--- config.mk ---
export PLATFORM = sky130hd
export DESIGN_NAME = regfile_write_arbiter
export DESIGN_NICKNAME = d
export VERILOG_FILES = /design/src/rtl/regfile_write_arbiter_pkg.sv /design/src/rtl/regfile_scoreboard.sv /design/src/rtl/regfile_write_arbiter.sv
export SDC_FILE = /design/constraint.sdc
export NUM_CORES = 1
export LEC_CHECK = 0
export CAP_MARGIN = 0
export CORE_MARGIN = 2
export CORE_UTILIZATION = 41
export DETAILED_ROUTE_END_ITERATION = 12
export PLACE_DENSITY = 0.87
export SETUP_SLACK_MARGIN = 0.2
export SYNTH_ARGS = -nofsm -noshare
export SYNTH_HDL_FRONTEND = slang
export SYNTH_SLANG_ARGS = --single-unit
--- constraint.sdc ---
create_clock -name clk -period 2.52 [get_ports clk]
set_input_delay 0.756 -clock clk [delete_from_list [all_inputs] [get_ports clk]]
set_output_delay 0.756 -clock clk [all_outputs]
set_load 0.05 [all_outputs]
--- src/rtl/regfile_write_arbiter_pkg.sv ---
// Shared sizing defaults and requester indices for the register-file write arbiter.
package regfile_write_arbiter_pkg;

  localparam int DEF_DATA_WIDTH = 32;
  localparam int DEF_ADDR_WIDTH = 4;
  localparam int DEF_NUM_REGS   = 16;

  // Requester indices, also the encoding of the last-grant register.
  localparam logic REQ_ALU  = 1'b0;
  localparam logic REQ_LOAD = 1'b1;

endpackage

--- src/rtl/regfile_scoreboard.sv ---
// Pending-write scoreboard: one bit per register, set by decode, cleared on commit.
// Set beats clear on the same register because a newer producer was just issued.
module regfile_scoreboard
  import regfile_write_arbiter_pkg::*;
#(
  parameter int ADDR_WIDTH = DEF_ADDR_WIDTH,
  parameter int NUM_REGS   = DEF_NUM_REGS
) (
  input  logic                  clk,
  input  logic                  rst_n,
  input  logic                  set_i,
  input  logic [ADDR_WIDTH-1:0] set_reg_i,
  input  logic                  clr_i,
  input  logic [ADDR_WIDTH-1:0] clr_reg_i,
  input  logic [ADDR_WIDTH-1:0] rd_addr_a_i,
  input  logic [ADDR_WIDTH-1:0] rd_addr_b_i,
  output logic                  rd_stall_o,
  output logic [NUM_REGS-1:0]   pending_o
);

  logic [NUM_REGS-1:0] pending_q;
  logic [NUM_REGS-1:0] pending_d;

  always_comb begin
    pending_d = pending_q;
    if (clr_i) pending_d[clr_reg_i] = 1'b0;
    if (set_i) pending_d[set_reg_i] = 1'b1;
  end

  always_ff @(posedge clk or negedge rst_n) begin
    if (!rst_n) pending_q <= '0;
    else        pending_q <= pending_d;
  end

  assign rd_stall_o = pending_q[rd_addr_a_i] | pending_q[rd_addr_b_i];
  assign pending_o  = pending_q;

endmodule

--- src/rtl/regfile_write_arbiter.sv ---
// Round-robin arbiter sharing the register-file write port between ALU and load write-back.
// One-cycle registered write port; readies are combinational, one transfer per cycle.
module regfile_write_arbiter
  import regfile_write_arbiter_pkg::*;
#(
  parameter int DATA_WIDTH = DEF_DATA_WIDTH,
  parameter int ADDR_WIDTH = DEF_ADDR_WIDTH,
  parameter int NUM_REGS   = DEF_NUM_REGS
) (
  input  logic                  clk,
  input  logic                  rst_n,
  input  logic                  req0_valid,
  input  logic [ADDR_WIDTH-1:0] req0_reg,
  input  logic [DATA_WIDTH-1:0] req0_data,
  output logic                  req0_ready,
  input  logic                  req1_valid,
  input  logic [ADDR_WIDTH-1:0] req1_reg,
  input  logic [DATA_WIDTH-1:0] req1_data,
  output logic                  req1_ready,
  input  logic                  reserve_valid,
  input  logic [ADDR_WIDTH-1:0] reserve_reg,
  input  logic [ADDR_WIDTH-1:0] rd_addr_a,
  input  logic [ADDR_WIDTH-1:0] rd_addr_b,
  output logic                  rd_stall,
  output logic [NUM_REGS-1:0]   pending,
  output logic [DATA_WIDTH-1:0] wr_data,
  output logic [ADDR_WIDTH-1:0] wr_reg,
  output logic                  wr_en
);

  logic                  last_grant_q, last_grant_d;
  logic                  wr_en_q, wr_en_d;
  logic [DATA_WIDTH-1:0] wr_data_q, wr_data_d;
  logic [ADDR_WIDTH-1:0] wr_reg_q, wr_reg_d;
  logic                  gnt0, gnt1;

  // On conflict the requester that did not win last time gets the port.
  assign gnt0 = req0_valid && (!req1_valid || (last_grant_q == REQ_LOAD));
  assign gnt1 = req1_valid && (!req0_valid || (last_grant_q == REQ_ALU));

  assign req0_ready = gnt0;
  assign req1_ready = gnt1;

  always_comb begin
    last_grant_d = last_grant_q;
    wr_en_d      = 1'b0;
    wr_data_d    = wr_data_q;
    wr_reg_d     = wr_reg_q;
    if (gnt0) begin
      last_grant_d = REQ_ALU;
      wr_en_d      = 1'b1;
      wr_data_d    = req0_data;
      wr_reg_d     = req0_reg;
    end else if (gnt1) begin
      last_grant_d = REQ_LOAD;
      wr_en_d      = 1'b1;
      wr_data_d    = req1_data;
      wr_reg_d     = req1_reg;
    end
  end

  always_ff @(posedge clk or negedge rst_n) begin
    if (!rst_n) begin
      last_grant_q <= REQ_LOAD;
      wr_en_q      <= 1'b0;
      wr_data_q    <= '0;
      wr_reg_q     <= '0;
    end else begin
      last_grant_q <= last_grant_d;
      wr_en_q      <= wr_en_d;
      wr_data_q    <= wr_data_d;
      wr_reg_q     <= wr_reg_d;
    end
  end

  assign wr_en   = wr_en_q;
  assign wr_data = wr_data_q;
  assign wr_reg  = wr_reg_q;

  // The register file commits while wr_en is high, so that is when the pending bit retires.
  regfile_scoreboard #(
    .ADDR_WIDTH (ADDR_WIDTH),
    .NUM_REGS   (NUM_REGS)
  ) u_scoreboard (
    .clk         (clk),
    .rst_n       (rst_n),
    .set_i       (reserve_valid),
    .set_reg_i   (reserve_reg),
    .clr_i       (wr_en_q),
    .clr_reg_i   (wr_reg_q),
    .rd_addr_a_i (rd_addr_a),
    .rd_addr_b_i (rd_addr_b),
    .rd_stall_o  (rd_stall),
    .pending_o   (pending)
  );

endmodule

==> results of run 1 <==
==> synth_stat cells, types with 3 or more instances <==
library cell,instances
clkbuf_1,11
nor2_1,36
or2_2,3
buf_2,11
mux2_2,3
mux4_2,3
o21ai_0,31
a21oi_1,35
mux2i_1,3
nand2_1,4
o22ai_1,35
dfrtp_1,53
a31oi_1,35
nand2b_1,6
inv_1,37
mux4_1,5
nand3b_1,4
nand3_1,3
==> what timing repair did <==
action                     4_1_cts  5_1_grt
pin swaps                        3        2
setup endpoints to repair        8       17
buffers inserted                 1        0
gates resized for setup         35       20
==> routing by layer <==
layer	track usage, %	up-vias	routed length [um]
li1	-	1466	-
met1	26.85	1504	3510
met2	41.79	155	4705
met3	7.929	15	978
met4	7.438	0	152
met5	0	-	0
==> worst paths after layout <==
path                                           from                             endpoint  depth (start not counted)
min in group clk           last_grant_q$_DFFE_PN1P_              wr_data[17]$_DFFE_PN0P_                          1
max in group asynchronous                     rst_n  u_scoreboard.pending_o[9]$_DFF_PN0_                          2
hold / removal                                rst_n              wr_data[20]$_DFFE_PN0P_                          2
setup / recovery                       rd_addr_a[0]                             rd_stall                          6
hold reg to reg            last_grant_q$_DFFE_PN1P_              wr_data[17]$_DFFE_PN0P_                          1
setup reg to reg           last_grant_q$_DFFE_PN1P_              wr_data[28]$_DFFE_PN0P_                          5
==> cells in the final DEF (no fill, tap or decap), types with 2 or more instances in the layout <==
cell type        count
a21oi_1             35
a31oi_1             35
buf_12               3
buf_4               10
buf_6                4
clkbuf_8             5
clkdlybuf4s50_1    113
clkinv_2             2
dfrtp_1             53
dlygate4sd2_1        7
dlymetal6s2s_1      15
inv_1               36
mux2_2               2
mux2i_1              3
mux4_2               8
nand2_1              4
nand2b_1             6
nand3_1              3
nand3b_1             4
nor2_1              36
o21ai_0             31
o22ai_1             35
or2_2                3
==> worst reg2reg max path: stages, from the launching register on <==
cell and delay [ns]:
dfstp_2 0.60, nand2_1 0.10, nand2_2 0.13, buf_4 0.38
o22ai_1 0.14, a31oi_1 0.17
==> final cells by class <==
| cell class | instances | area (um^2) | share of cell area [%] |
|---|---|---|---|
| Sequential cell | 54 | 1353 | 29.11 |
| Clock buffer | 6 | 72.57 | 1.562 |
| Multi-Input combinational cell | 215 | 1368 | 29.44 |
| Timing Repair Buffer | 154 | 1580 | 34.02 |
| Inverter | 37 | 142.6 | 3.070 |
| Tap cell | 96 | 120.1 | 2.586 |
| Clock inverter | 2 | 10.01 | 0.2155 |
==> kinds of logic after synthesis <==
group	after synthesis	synth area share, %
compound gates	141	27.41
simple gates	60	9.716
buf+inv	60	8.103
mux	14	8.910
flops	54	45.86
==> through the flow <==
step	utilization [%]	instance area [um^2]	setup slack, ns
5_1_grt	67.63	4646	-0.1781
3_3_place_gp	65.74	4516	-0.7230
2_1_floorplan	-	2967	0.03493
6_report	67.63	4646	-0.1370
4_1_cts	66.96	4599	-0.1941
3_5_place_dp	65.74	4516	-0.7880
==> power by group <==
part / switching (mW) / internal (mW)
clock network: 0.272 / 0.194
logic: 1.16 / 0.726
registers: 0.196 / 1.06
total: 1.63 / 1.98
==> run metrics, run 1 <==
status=finished, violations left; violated checks=negative setup slack; Total Power=3.608 mW; Non-Filler Instances=564; width of the die=88.81 um; Max Root-Sink Buffers=2; Final Max Slew Viols=0; placed cell count=555; max-cap violation count=0; number of H-tree levels=2; IO Pins=145; Worst Max-Slew Pin Slew=0.6842 ns; Wirelength per Cell=16.57 um; Post-CTS Hold Buffers=0; main area contributors after synthesis=dfrtp_1, a31oi_1, o22ai_1; worst setup margin=-0.1370 ns; worst-path cell chain=buf_8 -> mux4_2 -> nor2b_4 -> a211oi_4 -> o21ai_4 -> buf_6; DR DRC count=0; Critical-path top delay cell=mux4_2; relative slew slack=54.38%; root buffer cell=clkbuf_8; LEAKAGE=2.039 nW; final hold viol count=0; FF-to-FF setup slack=0.91 ns; worst skew pair latency=0.30 ns; critical path class=in -> out; asr flop ratio synth=100.0%; Yosys Warn Count=0; Fillers=541; vias in the first global route=3,128; area added between synthesis and finish=57.53%; grt ovf=0; delay-heaviest family, CP=multiplexers; Synth area leader=dfrtp_1; clock skew=0.009353 ns; Post-DRT Antenna Nets=0; largest net degree at the start of global routing=104; Die Ht=88.81 um; Starting Density=42.93%; Worst EP arrival=1.90 ns; min Tclk post-route=2.657 ns; worst path buffer plus inverter count=2; Max Fclk=0.3764 GHz; Tcrit/Tclk final=105.4%; Pwr per Cell Area=776.6 nW/um^2; Startpoint Class=input pin; RSZ-0062 raised after global routing=yes; GPL Wtd Cong=0.8496; #FFs+latches synth=54; TritonRoute pass-1 iters=5; sequential-to-total area share from yosys stat=45.86%; CTS Sinks=54; layout cells sized above 1=10.47%; Post-synth EDFFs=0; Crit path largest cell delay=0.49 ns; first-pass GRT wire length=14.47 mm; Post-Synthesis Cells=329; Hold WC Path Type=in -> async; I/O Buffers=144; Mean Syn Cell Area=8.964 um^2; CP required=1.76 ns; DRT iter0 DRCs=144; Total GRT Usage=23.62%; setup TNS=-0.1370 ns; Synth cell types=29; ant diodes=0; clock buffer count from CTS=5; WL final=9.347 mm; synthesized net count=418; Via Count=3,140; die area=7887 um^2; core area=6869 um^2; CTS tree=built; vias per inst=5.567; Layout Nets=556; Synth top area share=44.97%; Synth Flop Type=dfrtp_1; Largest register FFs=32; Cell Rows=30; antenna violations before repair=0; crit path capture type=output port; critical path peak fanout=4; Mapped Area=2949 um^2; Hold Worst Slack=0.5772 ns; detailed placement HPWL=6.905 mm; worst vdd ir=0.3279 mV; Final setup viols=1; clk slew on worst S/H paths=0.10 ns
(Power assumes the default switching activity.)
==> inputs of run 2 (changes only) <==
--- a/config.mk
+++ b/config.mk
@@ -10,6 +10,7 @@
 export CORE_UTILIZATION = 41
 export DETAILED_ROUTE_END_ITERATION = 12
 export PLACE_DENSITY = 0.87
+export RECOVER_POWER = 25
 export SETUP_SLACK_MARGIN = 0.2
 export SYNTH_ARGS = -nofsm -noshare
 export SYNTH_HDL_FRONTEND = slang
==> run metrics, run 2 (synthesis results as in run 1) <==
relative slew slack=11.32% (was 54.38%); Cell Rows=30 (unchanged); Wirelength per Cell=16.57 um (about the same); Startpoint Class=input pin (unchanged); Final setup viols=1 (unchanged); ant diodes=0 (unchanged); critical path peak fanout=4 (unchanged); final hold viol count=0 (unchanged); area added between synthesis and finish=57.45% (was 57.53%); number of H-tree levels=2 (unchanged); die area=7887 um^2 (unchanged); largest net degree at the start of global routing=104 (unchanged); width of the die=88.81 um (unchanged); Fillers=541 (unchanged); Post-Route Utilization=67.60% (was 67.63%); Critical-path top delay cell=mux4_2 (unchanged); power share of the clock group=12.9% (about the same); DR DRC count=0 (unchanged); register share of total power=34.8% (about the same); CTS Sinks=54 (unchanged); clock buffer count from CTS=5 (unchanged); delay-heaviest family, CP=multiplexers (unchanged); worst setup margin=-0.1370 ns (unchanged); CTS tree=built (unchanged); worst path buffer plus inverter count=2 (unchanged); status=finished, violations left (unchanged); Total GRT Usage=23.62% (unchanged); Int Power=1.978 mW (was 1.979 mW); vias per inst=5.587 (was 5.567); vias in the first global route=3,128 (unchanged); FF-to-FF setup slack=0.91 ns (about the same); Die Ht=88.81 um (unchanged); Post-CTS Hold Buffers=0 (unchanged); switching share of power=45.16% (was 45.15%); DRT iter0 DRCs=145 (was 144); Pwr per Cell Area=777.0 nW/um^2 (was 776.6 nW/um^2); antenna violations before repair=0 (unchanged); crit path capture type=output port (unchanged); min Tclk post-route=2.657 ns (unchanged); Net Sw Power=1.629 mW (about the same); Max Root-Sink Buffers=2 (unchanged); LEAKAGE=2.038 nW (was 2.039 nW); IO Pins=145 (unchanged); Crit path largest cell delay=0.49 ns (about the same); Via Count=3,151 (was 3,140); critical path class=in -> out (unchanged); root buffer cell=clkbuf_8 (unchanged); Worst Max-Slew Pin Slew=1.330 ns (was 0.6842 ns); combinational share of power=52.3% (about the same); detailed placement HPWL=6.905 mm (unchanged); Hold WC Path Type=reg -> reg (was in -> async); worst-path cell chain=buf_8 -> mux4_2 -> nor2b_4 -> a211oi_4 -> o21ai_4 -> buf_6 (unchanged); commonest cells after routing, fill and taps aside=clkdlybuf4s50_1, dfrtp_1, nor2_1, inv_1 (unchanged); clk slew on worst S/H paths=0.10 ns (about the same); Worst EP arrival=1.90 ns (about the same); RSZ-0062 raised after global routing=yes (unchanged); max-cap violation count=0 (unchanged); Tcrit/Tclk final=105.4% (unchanged); WL final=9.343 mm (was 9.347 mm); layout cells sized above 1=10.47% (unchanged); Largest register FFs=32 (unchanged); Max Fclk=0.3764 GHz (about the same); Post-DRT Antenna Nets=0 (unchanged); CP required=1.76 ns (about the same); first-pass GRT wire length=14.47 mm (unchanged); worst vdd ir=0.3280 mV (was 0.3279 mV); worst skew pair latency=0.30 ns (about the same); core area=6869 um^2 (unchanged); Layout Nets=556 (unchanged); clock skew=0.009459 ns (was 0.009353 ns); grt ovf=0 (unchanged); Hold Worst Slack=0.5802 ns (was 0.5772 ns); Final Max Slew Viols=0 (unchanged); I/O Buffers=144 (unchanged); GPL Wtd Cong=0.8496 (unchanged); TritonRoute pass-1 iters=5 (unchanged); violated checks=negative setup slack (unchanged); Starting Density=42.93% (unchanged); commonest non-fill, non-tap cell in the layout=clkdlybuf4s50_1 (unchanged)
-- run 2: cell types whose count changed in the layout (fill, tap and decap cells not counted) --
cell / delta
clkbuf_2: +1
buf_4: -1
-- run 2: worst paths after layout --
path	to	depth (start not counted)	startpoint
max reg2reg	wr_data[28]$_DFFE_PN0P_	5	last_grant_q$_DFFE_PN1P_
max	rd_stall	6	rd_addr_a[0]
min reg2reg	wr_data[17]$_DFFE_PN0P_	1	last_grant_q$_DFFE_PN1P_
min	wr_data[17]$_DFFE_PN0P_	1	last_grant_q$_DFFE_PN1P_
max in group asynchronous	u_scoreboard.pending_o[9]$_DFF_PN0_	2	rst_n
min in group asynchronous	wr_reg[3]$_DFFE_PN0P_	2	rst_n
-- run 2: power by group through the flow --
stage	logic (mW)	clock network, mW	registers, mW
after detailed placement	1.88	0	1.27
final	1.89	0.466	1.26
after CTS	1.90	0.476	1.26
after global routing	1.99	0.520	1.28
after floorplan	0.515	0	1.87
after global placement	1.84	0	1.26
-- run 2: metal layers --
| metal | GRT usage (%) | share of wire, % | routed length, um | vias up |
|---|---|---|---|---|
| met5 | 0 | 0 | 0 | - |
| met4 | 7.438 | 1.6 | 152 | 0 |
| met3 | 7.929 | 11 | 996 | 15 |
| met2 | 41.79 | 50 | 4708 | 161 |
| met1 | 26.85 | 37 | 3486 | 1509 |
| li1 | - | - | - | 1466 |
-- run 2: final cells by class --
| cell class | instances | area, um^2 | area share (%) |
|---|---|---|---|
| Inverter | 37 | 142.6 | 3.072 |
| Tap cell | 96 | 120.1 | 2.587 |
| Sequential cell | 54 | 1353 | 29.13 |
| Clock buffer | 6 | 72.57 | 1.563 |
| Timing Repair Buffer | 154 | 1578 | 33.98 |
| Multi-Input combinational cell | 215 | 1368 | 29.45 |
| Clock inverter | 2 | 10.01 | 0.2156 |
-- run 2: through the flow --
stage / setup slack, ns / cells / power, mW / setup TNS, ns / area, um^2
after floorplan: 0.03493 / 329 / 2.390 / 0 / 2967
after global placement: -0.7230 / 555 / 3.098 / -0.7230 / 4516
after detailed placement: -0.7880 / 555 / 3.151 / -0.7880 / 4516
after CTS: -0.1941 / 564 / 3.627 / -0.1941 / 4599
after global routing: -0.1781 / 564 / 3.781 / -0.1781 / 4643
final: -0.1370 / 564 / 3.608 / -0.1370 / 4643
-- run 2: repair_timing --
action / CTS / global route
endpoints found under the hold margin: 0 / 0
resized for setup: 35 / 20
setup endpoints to repair: 8 / 17
setup buffers: 1 / 0
pin swaps: 3 / 2
==> inputs of run 3 (changes only) <==
--- a/config.mk
+++ b/config.mk
@@ -7,11 +7,13 @@
 export LEC_CHECK = 0
 export CAP_MARGIN = 0
 export CORE_MARGIN = 2
-export CORE_UTILIZATION = 41
+export CORE_UTILIZATION = 42
 export DETAILED_ROUTE_END_ITERATION = 12
-export PLACE_DENSITY = 0.87
+export PLACE_DENSITY = 0.88
 export RECOVER_POWER = 25
+export REMOVE_ABC_BUFFERS = 1
 export SETUP_SLACK_MARGIN = 0.2
 export SYNTH_ARGS = -nofsm -noshare
 export SYNTH_HDL_FRONTEND = slang
+export SYNTH_HIERARCHICAL = 1
 export SYNTH_SLANG_ARGS = --single-unit
==> run metrics, run 3 <==
width of the die=90.06 um (was 88.81 um); sequential-to-total area share from yosys stat=43.48% (was 45.86%); vias per inst=5.765 (was 5.587); Final setup viols=1 (unchanged); Post-DRT Antenna Nets=0 (unchanged); Largest register FFs=32 (unchanged); root buffer cell=clkbuf_8 (unchanged); critical path peak fanout=2 (was 4); commonest non-fill, non-tap cell in the layout=clkdlybuf4s50_1 (unchanged); worst slack, placed=-0.7091 ns (was -0.7880 ns); Post-synth EDFFs=0 (unchanged); Non-Filler Instances=533 (was 564); Layout Nets=522 (was 556); post-layout instance area=4659 um^2 (was 4643 um^2); Worst EP arrival=1.95 ns (was 1.90 ns); FF-to-FF setup slack=1.06 ns (was 0.91 ns); Synth area leader=dfrtp_1 (unchanged); #FFs+latches synth=54 (unchanged); Worst R2R Path Depth=4 (was 5); CTS tree=built (unchanged); Synth top area share=42.64% (was 44.97%); TritonRoute pass-1 iters=5 (unchanged); Wirelength per Cell=18.06 um (was 16.57 um); area added between synthesis and finish=49.80% (was 57.45%); Cell Rows=31 (was 30); Die Ht=90.06 um (was 88.81 um); max-cap violation count=0 (unchanged); largest net degree at the start of global routing=75 (was 104); Synth Flop Type=dfrtp_1 (unchanged); Mapped Area=3110 um^2 (was 2949 um^2); first-pass GRT wire length=15.21 mm (was 14.47 mm); main area contributors after synthesis=dfrtp_1, mux2i_1, a31oi_1 (was dfrtp_1, a31oi_1, o22ai_1); relative slew slack=7.727% (was 11.32%); I/O Buffers=144 (unchanged); IO Pins=145 (unchanged); Total Power=3.618 mW (was 3.608 mW); Post-DP Area=4567 um^2 (was 4516 um^2); placed cell count=524 (was 555); Hold Worst Slack=0.5694 ns (was 0.5802 ns); clk slew on worst S/H paths=0.09 ns (was 0.10 ns); CP required=1.76 ns (about the same); DRT iter0 DRCs=191 (was 145); layout cells sized above 1=9.677% (was 10.47%); Worst Max-Slew Pin Slew=1.384 ns (was 1.330 ns); clock buffer count from CTS=5 (unchanged); core area=7214 um^2 (was 6869 um^2); Post-CTS Hold Buffers=0 (unchanged); Max Root-Sink Buffers=2 (unchanged); number of H-tree levels=2 (unchanged); RSZ-0062 raised after global routing=yes (unchanged); setup TNS=-0.1864 ns (was -0.1370 ns); Startpoint Class=input pin (unchanged); asr flop ratio synth=100.0% (unchanged); capturing point of the worst reg2reg path=wr_data[28]$_DFFE_PN0P_ (unchanged); violated checks=negative setup slack (unchanged); Hold WC Path Type=reg -> reg (unchanged); Final Max Slew Viols=0 (unchanged); Post-Synthesis Cells=297 (was 329); worst setup margin=-0.1864 ns (was -0.1370 ns); min Tclk post-route=2.706 ns (was 2.657 ns); clock skew=0.01043 ns (was 0.009459 ns); Via Count=3,073 (was 3,151); detailed placement HPWL=6.898 mm (was 6.905 mm); die area=8110 um^2 (was 7887 um^2); GPL Wtd Cong=0.8752 (was 0.8496); Max Fclk=0.3695 GHz (was 0.3764 GHz); worst reg2reg path startpoint=last_grant_q$_DFFE_PN1P_ (unchanged); crit path capture type=output port (unchanged); antenna violations before repair=0 (unchanged); Mean Syn Cell Area=10.47 um^2 (was 8.964 um^2); Total GRT Usage=23.02% (was 23.62%); Yosys Warn Count=6 (was 0); worst setup path start=rd_addr_a[2] (was rd_addr_a[0]); Worst Setup EP=rd_stall (unchanged); DR DRC count=0 (unchanged); Synth cell types=29 (unchanged); Post-Route Utilization=64.59% (was 67.60%); worst skew pair latency=0.30 ns (about the same); worst vdd ir=0.2950 mV (was 0.3280 mV); LEAKAGE=2.100 nW (was 2.038 nW); top cells by instance count after synthesis=dfrtp_1, mux2i_1, o21ai_1 (was dfrtp_1, inv_1, nor2_1); final hold viol count=0 (unchanged); vias in the first global route=3,100 (was 3,128); most common cell in the synthesized netlist=dfrtp_1 (unchanged); Starting Density=43.11% (was 42.93%); WL final=9.625 mm (was 9.343 mm); critical path class=in -> out (unchanged); grt ovf=0 (unchanged); ant diodes=0 (unchanged); Pwr per Cell Area=776.5 nW/um^2 (was 777.0 nW/um^2); CTS Sinks=54 (unchanged); status=finished, violations left (unchanged); commonest cells after routing, fill and taps aside=clkdlybuf4s50_1, dfrtp_1, mux2i_1 (was clkdlybuf4s50_1, dfrtp_1, nor2_1, inv_1); Tcrit/Tclk final=107.4% (was 105.4%)
-- run 3: area by class of cell --
type                    instances  area [um^2]
clock buffers                   7        86.33
multi-input cells             217         1570
fillers                       591         2555
well taps                      99        123.9
inverters                       2        7.507
clock inverters                 1        5.005
repair buffers                153         1514
flip-flops and latches         54         1353
-- run 3: worst min path at each step --
stage,startpoint,to,slack [ns],depth (start not counted)
3_3_place_gp,wr_data[6]$_DFFE_PN0P_,wr_data[6]$_DFFE_PN0P_,0.53,2
4_1_cts,rst_n,wr_data[29]$_DFFE_PN0P_,0.47,1
5_1_grt,wr_data[18]$_DFFE_PN0P_,wr_data[18]$_DFFE_PN0P_,0.60,2
2_1_floorplan,rst_n,u_scoreboard/pending_o[0]$_DFF_PN0_,0.46,0
6_report,wr_data[10]$_DFFE_PN0P_,wr_data[10]$_DFFE_PN0P_,0.57,2
3_5_place_dp,wr_data[12]$_DFFE_PN0P_,wr_data[12]$_DFFE_PN0P_,0.55,2
-- run 3: timing repair --
item,CTS,global route
cloned,0,0
buffers inserted,0,1
endpoints found under the setup margin,12,11
gates resized for setup,44,11
pin swaps,3,1
-- run 3: cell families (layout without fill, tap and decap cells) --
family	count (synthesis)	count (layout)	synth area share (%)
and+or+nand+nor	61	61	12.15
AOI/OAI and AO/OA	108	108	19.31
DFF	54	54	43.48
muxes	48	48	19.31
buffers and inverters	26	163	5.752
-- run 3: worst max-delay path: stages --
cell and delay (ns):
buf_4 0.10, mux4_2 0.50, mux2i_1 0.20, and2_4 0.19, o21ai_2 0.05, buf_6 0.15
-- run 3: power breakdown --
| part | switching [mW] | total [mW] | leakage [nW] | internal, mW |
|---|---|---|---|---|
| sequential | 0.210 | 1.27 | 0.635 | 1.06 |
| combinational | 1.15 | 1.85 | 1.42 | 0.704 |
| clock | 0.272 | 0.494 | 0.0482 | 0.223 |
| total | 1.63 | 3.62 | 2.10 | 1.99 |
-- run 3: metal layers --
layer	share of wire [%]	GRT usage, %
met5	0	0
met4	1.8	6.026
met3	9.0	7.376
met2	50	40.66
met1	39	27.03
